<file path="config.mk">
export PLATFORM = sky130hd
export DESIGN_NAME = alu_op_seq
export DESIGN_NICKNAME = d
export VERILOG_FILES = /design/src/rtl/alu_op_seq.sv
export SDC_FILE = /design/constraint.sdc
export NUM_CORES = 1
export LEC_CHECK = 0
export ABC_AREA = 1
export CAP_MARGIN = 5
export CORE_MARGIN = 5
export CORE_UTILIZATION = 45
export DETAILED_ROUTE_END_ITERATION = 7
export PLACE_DENSITY = 0.72
export SLEW_MARGIN = 20
export SYNTH_ARGS = -nofsm -noshare
export SYNTH_HDL_FRONTEND = slang
export SYNTH_SLANG_ARGS = --single-unit
</file>
<file path="constraint.sdc">
create_clock -name CLK -period 28.5 [get_ports CLK]
set_input_delay 4.275 -clock CLK [delete_from_list [all_inputs] [get_ports CLK]]
set_output_delay 4.275 -clock CLK [all_outputs]
set_load 0.01 [all_outputs]
</file>
<file path="src/rtl/alu_op_seq.sv">
// Queues ALU operations, drives them onto an external combinational ALU, waits a
// fixed settle time, then captures and holds the result until downstream accepts it.
module alu_op_seq #(
    parameter int N      = 64,
    parameter int DEPTH  = 2,
    parameter int SETTLE = 3
) (
    input  logic         CLK,
    input  logic         Reset,
    input  logic         in_valid,
    output logic         in_ready,
    input  logic [N-1:0] in_A,
    input  logic [N-1:0] in_B,
    input  logic [3:0]   in_ctrl,
    output logic [N-1:0] alu_BusA,
    output logic [N-1:0] alu_BusB,
    output logic [3:0]   alu_ALUCtrl,
    input  logic [N-1:0] alu_result,
    input  logic         alu_Zero,
    output logic         out_valid,
    input  logic         out_ready,
    output logic [N-1:0] out_result,
    output logic         out_zero,
    output logic [3:0]   out_ctrl,
    output logic         out_illegal
);

    localparam int AW   = (DEPTH > 1) ? $clog2(DEPTH) : 1;
    localparam int CW   = $clog2(DEPTH + 1);
    localparam int CNTW = (SETTLE > 1) ? $clog2(SETTLE) : 1;
    localparam int EW   = 2 * N + 4;

    localparam logic [1:0] S_IDLE   = 2'd0;
    localparam logic [1:0] S_SETTLE = 2'd1;
    localparam logic [1:0] S_HOLD   = 2'd2;

    logic [EW-1:0]   mem_q [DEPTH];
    logic [AW-1:0]   wr_ptr_q, wr_ptr_d;
    logic [AW-1:0]   rd_ptr_q, rd_ptr_d;
    logic [CW-1:0]   count_q, count_d;
    logic            ready_q, ready_d;
    logic [1:0]      state_q, state_d;
    logic [CNTW-1:0] cnt_q, cnt_d;
    logic [N-1:0]    bus_a_q, bus_a_d;
    logic [N-1:0]    bus_b_q, bus_b_d;
    logic [3:0]      bus_ctrl_q, bus_ctrl_d;
    logic [N-1:0]    res_q, res_d;
    logic            zero_q, zero_d;
    logic [3:0]      octrl_q, octrl_d;
    logic            ill_q, ill_d;

    logic push, launch, not_empty, legal;

    always_comb begin
        case (bus_ctrl_q)
            4'b0000, 4'b0001, 4'b0010, 4'b0011,
            4'b0100, 4'b0110, 4'b0111: legal = 1'b1;
            default:                   legal = 1'b0;
        endcase
    end

    always_comb begin
        push      = in_valid && ready_q;
        not_empty = (count_q != '0);
        // Launch only from registered occupancy, so a push into an empty queue waits one edge.
        launch    = not_empty && ((state_q == S_IDLE) || (state_q == S_HOLD && out_ready));

        wr_ptr_d   = wr_ptr_q;
        rd_ptr_d   = rd_ptr_q;
        state_d    = state_q;
        cnt_d      = cnt_q;
        bus_a_d    = bus_a_q;
        bus_b_d    = bus_b_q;
        bus_ctrl_d = bus_ctrl_q;
        res_d      = res_q;
        zero_d     = zero_q;
        octrl_d    = octrl_q;
        ill_d      = ill_q;

        case (state_q)
            S_IDLE: ;
            S_SETTLE: begin
                if (cnt_q == '0) begin
                    res_d   = legal ? alu_result : '0;
                    zero_d  = legal ? alu_Zero : 1'b1;
                    octrl_d = bus_ctrl_q;
                    ill_d   = !legal;
                    state_d = S_HOLD;
                end else begin
                    cnt_d = cnt_q - 1'b1;
                end
            end
            S_HOLD: begin
                if (out_ready) state_d = S_IDLE;
            end
            default: state_d = S_IDLE;
        endcase

        if (launch) begin
            {bus_a_d, bus_b_d, bus_ctrl_d} = mem_q[rd_ptr_q];
            rd_ptr_d = rd_ptr_q + 1'b1;
            cnt_d    = CNTW'(SETTLE - 1);
            state_d  = S_SETTLE;
        end

        if (push) wr_ptr_d = wr_ptr_q + 1'b1;

        case ({push, launch})
            2'b10:   count_d = count_q + 1'b1;
            2'b01:   count_d = count_q - 1'b1;
            default: count_d = count_q;
        endcase
        ready_d = (count_d < CW'(DEPTH));
    end

    always_ff @(posedge CLK) begin
        if (push && !Reset) mem_q[wr_ptr_q] <= {in_A, in_B, in_ctrl};
    end

    always_ff @(posedge CLK) begin
        if (Reset) begin
            wr_ptr_q   <= '0;
            rd_ptr_q   <= '0;
            count_q    <= '0;
            ready_q    <= 1'b0;
            state_q    <= S_IDLE;
            cnt_q      <= '0;
            bus_a_q    <= '0;
            bus_b_q    <= '0;
            bus_ctrl_q <= '0;
            res_q      <= '0;
            zero_q     <= 1'b0;
            octrl_q    <= '0;
            ill_q      <= 1'b0;
        end else begin
            wr_ptr_q   <= wr_ptr_d;
            rd_ptr_q   <= rd_ptr_d;
            count_q    <= count_d;
            ready_q    <= ready_d;
            state_q    <= state_d;
            cnt_q      <= cnt_d;
            bus_a_q    <= bus_a_d;
            bus_b_q    <= bus_b_d;
            bus_ctrl_q <= bus_ctrl_d;
            res_q      <= res_d;
            zero_q     <= zero_d;
            octrl_q    <= octrl_d;
            ill_q      <= ill_d;
        end
    end

    assign in_ready    = ready_q;
    assign alu_BusA    = bus_a_q;
    assign alu_BusB    = bus_b_q;
    assign alu_ALUCtrl = bus_ctrl_q;
    assign out_valid   = (state_q == S_HOLD);
    assign out_result  = res_q;
    assign out_zero    = zero_q;
    assign out_ctrl    = octrl_q;
    assign out_illegal = ill_q;

endmodule

</file>
---- Word level (Yosys, flattened, before mapping) ----
Memories as Yosys holds them, arrays and structs flattened. A register that Yosys moved wholly into a read port is not among the register bits.
Index checks and enable logic that the tools add are counted.
cells by class
  $add $sub $neg .......................... 5
  order comparisons ....................... 1
  eq/ne operators ......................... 16
  muxes and demuxes ....................... 13
  bitwise gates (word level) .............. 2
  reduce and logical (&&, ||, !) cells .... 19
operators by type and width
  kind                   number
  $mux W64               1
  $eq A4 B3 Y1 const B   3
  $mux W2                5
  $eq A4 B2 Y1 const B   2
  $reduce_or A7 Y1       1
  $ne A2 B2 Y1 const B   3
  $pmux W2 S3            1
  $reduce_and A2 Y1      3
  $reduce_and A3 Y1      2
  $mux W1                5
  $eq A2 B1 Y1 const B   2
  $eq A2 B2 Y1 const B   2
  $eq A4 B1 Y1 const B   1
  $logic_and A1 B1 Y1    4
  $logic_not A2 Y1       2
  $logic_not A4 Y1       1
  $pmux W2 S2            1
  $reduce_bool A2 Y1     2
  $sub A2 B1 Y2 const B  2
  $ne A3 B1 Y1 const B   1
  $ne A3 B3 Y1 const B   1
  $add A1 B1 Y1 const B  2
  $add A2 B1 Y2 const B  1
  $logic_not A1 Y1       2
  5 further kinds        6
word-level totals
  register bits after elaboration ......... 79
  RAM bits ................................ 264
  input bits .............................. 201
  output and inout port bits .............. 204
  logic and storage cells ................. 69
  memories ................................ 1
memories
  memory  depth  width  read ports  clocked after Yosys merged registers in  wr ports  RTL line  RTL
  mem_q   2      132    1           1                                        1         37        logic [EW-1:0] mem_q [DEPTH];

---- Logic depth before layout (Yosys ltp) ----
  depth in word-level cells ............... 7
  depth in mapped cells ................... 12
  gate-level depth less buffers ........... 10

---- Least setup slack after synthesis ----
Ideal clock, no wire load.
  path kind ............................... input -> register
  start point ............................. in Reset
  end point ............................... mem mem_q[1][0] in the netlist's numbering, enable pin
  setup time .............................. 0.785 ns
  data arrival time ....................... 13.500 ns
  required time ........................... 27.715 ns
  setup slack ............................. 14.215 ns
  stages .................................. 3
  path through ............................ clkbuf_1 -> buf_2 -> nor3_1
on the way
  longest elaborated chain between the ends .. 4
ends and longest elaborated chain
  what                           RTL line  RTL
  start: declaration             9         input logic Reset,
  $logic_not A1 Y1               117       if (push && !Reset) mem_q[wr_ptr_q] <= {in_A, in_B, in_ctrl};
  $logic_and A1 B1 Y1            117
  $mux W1                        117
  $mux W1 (not written as such)  117
  end: declaration               37
Every way passes these cells.

---- Final worst setup path ----
  start point ............................. in in_valid
  end point ............................... mem mem_q[1][39] in the netlist's numbering, enable pin
on the way
  longest elaborated chain between the ends .. 4
ends and longest elaborated chain
  what                           RTL line  RTL
  start: declaration             10        input logic in_valid,
  $logic_and A1 B1 Y1            63        push = in_valid && ready_q;
  $logic_and A1 B1 Y1            117
  $mux W1                        117
  $mux W1 (not written as such)  117
Every way passes these cells.

==> summary.txt <==
Outcome
  • Status: finished, final reports clean

Timing
  • Setup TNS: 0 ns
  • Clock Skews: 0.0152 ns
  • RSZ-0062 raised after global routing: no
  • Worst-margin pin slew: 1.06 ns
  • Count of final setup violators: 0
  • Max Clk Rate: 150 MHz
  • Worst setup margin: 21.85 ns
  • WHS: 0.459 ns
  • Period minus WS final: 6.65 ns
  • Final Hold Viols: 0
  • Tcrit/Tclk final: 23.3%
  • Slew margin rel.: 29.6%
  • Final Max Tran Viols: 0

Synth
  • Syn Area/Cell: 9.07 um^2
  • Area contributors post-synth: edfxtp_1 43%, dfxtp_1 23%, nand2_1 14%
  • Predominant post-synthesis flop cell: edfxtp_1
  • Synth area leader: edfxtp_1
  • Synthesized instance count: 2035
  • Seq/Total Area, Yosys: 65.8%
  • Asr flop ratio synth: 0%
  • Count of different cell masters after synthesis: 23
  • Post-synth EDFFs: 264
  • Netlist Area Pre-Place: 18500 um^2
  • Synth Net Count: 2237
  • Synth warnings: 0
  • Area share of the leading cell type in the synthesized netlist: 42.9%
  • Yosys reg bits: 475

Power and ir drop
  • Max IR drop VDD: 0.0607 mV
  • Leak: 10.2 nW
  • Power per Cell Area: 91.0 nW/um^2

Drt
  • ANT nets after route: 0
  • DRT iter0 DRCs: 1113
  • Initial DRT Pass Iterations: 5
  • DR vias/cell: 4.77
  • Average wire per standard cell: 16.0 um
  • Vias after detailed routing: 14200
  • WL final: 47600 um
  • Drt drc: 0

Final layout
  • Area taken by multi-input logic gates: 5310 um^2
  • Area Growth Syn to Fin: 32.6%
  • Fillers: 3392
  • FF/Latch Area: 12200 um^2
  • Share of layout cells above drive strength 1: 4.20%
  • Fin nets: 2592

Clock tree
  • H-tree levels: 2
  • CTS tree: done
  • Post-CTS repair timing setup buffer count: 0
  • Clk Latency, worst-skew pair: 0.58 ns
  • Hold buffer count at cts: 0
  • Worst-path clk slew: 0.06 ns
  • Root Buffer: clkbuf_16
  • Clock sinks: 475
  • Gates resized, CTS repair: 0
  • Clk buf depth: 3
  • CTS Buf Count: 49

Global routing
  • Largest net degree at the start of global routing: 108
  • Initial antenna violation count: 10
  • Grt total ovfl: 0
  • GRT Util Overall: 20.4%
  • First-pass GRT wire length: 73800 um
  • Number of global-route vias before repair: 14000

Min path
  • Hold Path Origin: out_ctrl[3]
  • Hold WC Path Type: reg2reg
  • Hold depth: 2
  • Hold endpoint: out_ctrl[3]

Critical path
  • Critical Path Fanout Max: 67
  • CP endpoint kind: flip-flop
  • FF-to-FF End: mem_q[1][39]
  • CP Data Required Time: 28.69 ns
  • Delay of the slowest critical-path stage: 0.85 ns
  • R2r startpoint: in_ready
  • Most frequent CP cell: buf_4
  • Worst R2R Setup Slack: 25.74 ns
  • Crit path cell chain: clkdlybuf4s50_1, nand2_1, nor3_2, buf_4, buf_4
  • Worst EP arrival: 6.84 ns
  • Slowest cell on crit path: buf_4
  • Worst Setup Start Kind: input pin
  • Crit path kind: in2reg
  • R2R depth: 4

Flow run
  • Max-cap violations: 0

Die
  • DIE AREA: 45200 um^2
  • FP Rows: 74
  • Die Wd: 213 um
  • IO Count: 405
  • CORE AREA: 40700 um^2
  • Die H: 213 um
  • Initial core utilization: 45.3%

Placed design
  • IO Port Bufs: 404
  • Setup WS pre-CTS: 21.29 ns
  • GPL Wtd Cong: 0.820
  • Post-DP HPWL: 30500 um
[cells in the final DEF (no fill, tap or decap), types with 17 or more instances in the layout]
cell / count
inv_1: 139
nor2_1: 463
a21boi_0: 47
a21boi_1: 17
clkdlybuf4s50_1: 403
clkbuf_16: 50
nand3_1: 70
edfxtp_1: 264
nand2_1: 677
dfxtp_1: 210
[logic make-up (layout without fill, tap and decap cells)]
group                      after synthesis  after routing  share of synthesized area (%)
other                                    0              6                              0
adders and majority gates                1              1                         0.0678
xor gates and xnor gates                 1              1                         0.0475
AOI/OAI and AO/OA                       79             79                           3.05
DFF                                    475            475                           65.8
and+or+nand+nor                       1220           1220                           25.4
buffers and inverters                  259            654                           5.63
[report_power, final]
| part | leakage (nW) | total (mW) | internal [mW] | switching (mW) |
|---|---|---|---|---|
| sequential | 4.12 | 0.894 | 0.833 | 0.0614 |
| clock | 0.780 | 0.631 | 0.368 | 0.263 |
| combinational | 5.33 | 0.703 | 0.286 | 0.417 |
| total | 10.2 | 2.23 | 1.49 | 0.741 |
[layer usage]
metal  GRT usage (%)  part of all wire (%)
met3            5.40                   8.5
met4            6.53                   2.5
met1            25.5                    40
met5               0                  0.16
met2            34.9                    49
[critical path: cells and delay by family]
kind	cells	cell delay (ns)
buffers and inverters	3	2.11
AND/OR/NAND/NOR	2	0.28
[registers in the layout, summed over array words and instances, names as in the netlist, named ones only]
name,flops
mem_q,264
alu_BusA,64
alu_BusB,64
out_result,64
alu_ALUCtrl,4
out_ctrl,4
cnt_q,2
state_q,2
count_q,1
in_ready,1
out_illegal,1
out_zero,1
rd_ptr_q,1
wr_ptr_q,1
[area by class of cell]
type / instances / share of cell area (%)
Tap cell: 532 / 2.72
Sequential cell: 475 / 49.7
Multi-Input combinational cell: 1301 / 21.7
Inverter: 143 / 2.22
Timing Repair Buffer: 420 / 17.1
Clock buffer: 65 / 5.46
Antenna cell: 6 / 0.0613
Clock inverter: 26 / 1.06
[metrics by stage]
step / area, um^2 / std cells / util [%] / power [mW]
floorplan: 18500 / 2035 / - / 1.32
global placement: 22800 / 2869 / 56.0 / 1.59
detailed placement: 22800 / 2870 / 56.1 / 1.61
CTS: 24400 / 2961 / 60.0 / 2.25
global route: 24500 / 2966 / 60.1 / 2.37
finish: 24500 / 2968 / 60.1 / 2.23
[worst max-delay path by stage]
stage / from / end / slack (ns) / cells after the start
detailed placement: in_valid / mem_q[1][44] / 21.29 / 5
CTS: in_valid / mem_q[1][36] / 21.88 / 5
floorplan: Reset / mem_q[1][0] / 14.22 / 3
global route: in_valid / mem_q[1][31] / 21.73 / 5
global placement: in_valid / mem_q[1][47] / 21.28 / 5
finish: in_valid / mem_q[1][39] / 21.85 / 5
[synthesized netlist by cell type, types with 11 or more instances]
master	count
nand3_1	71
buf_2	47
a21boi_1	17
a21boi_0	47
buf_1	16
edfxtp_1	264
a21oi_1	11
inv_1	140
dfxtp_1	211
nor2_1	464
clkbuf_1	51
nand2_1	678
(Power assumes the default switching activity.)
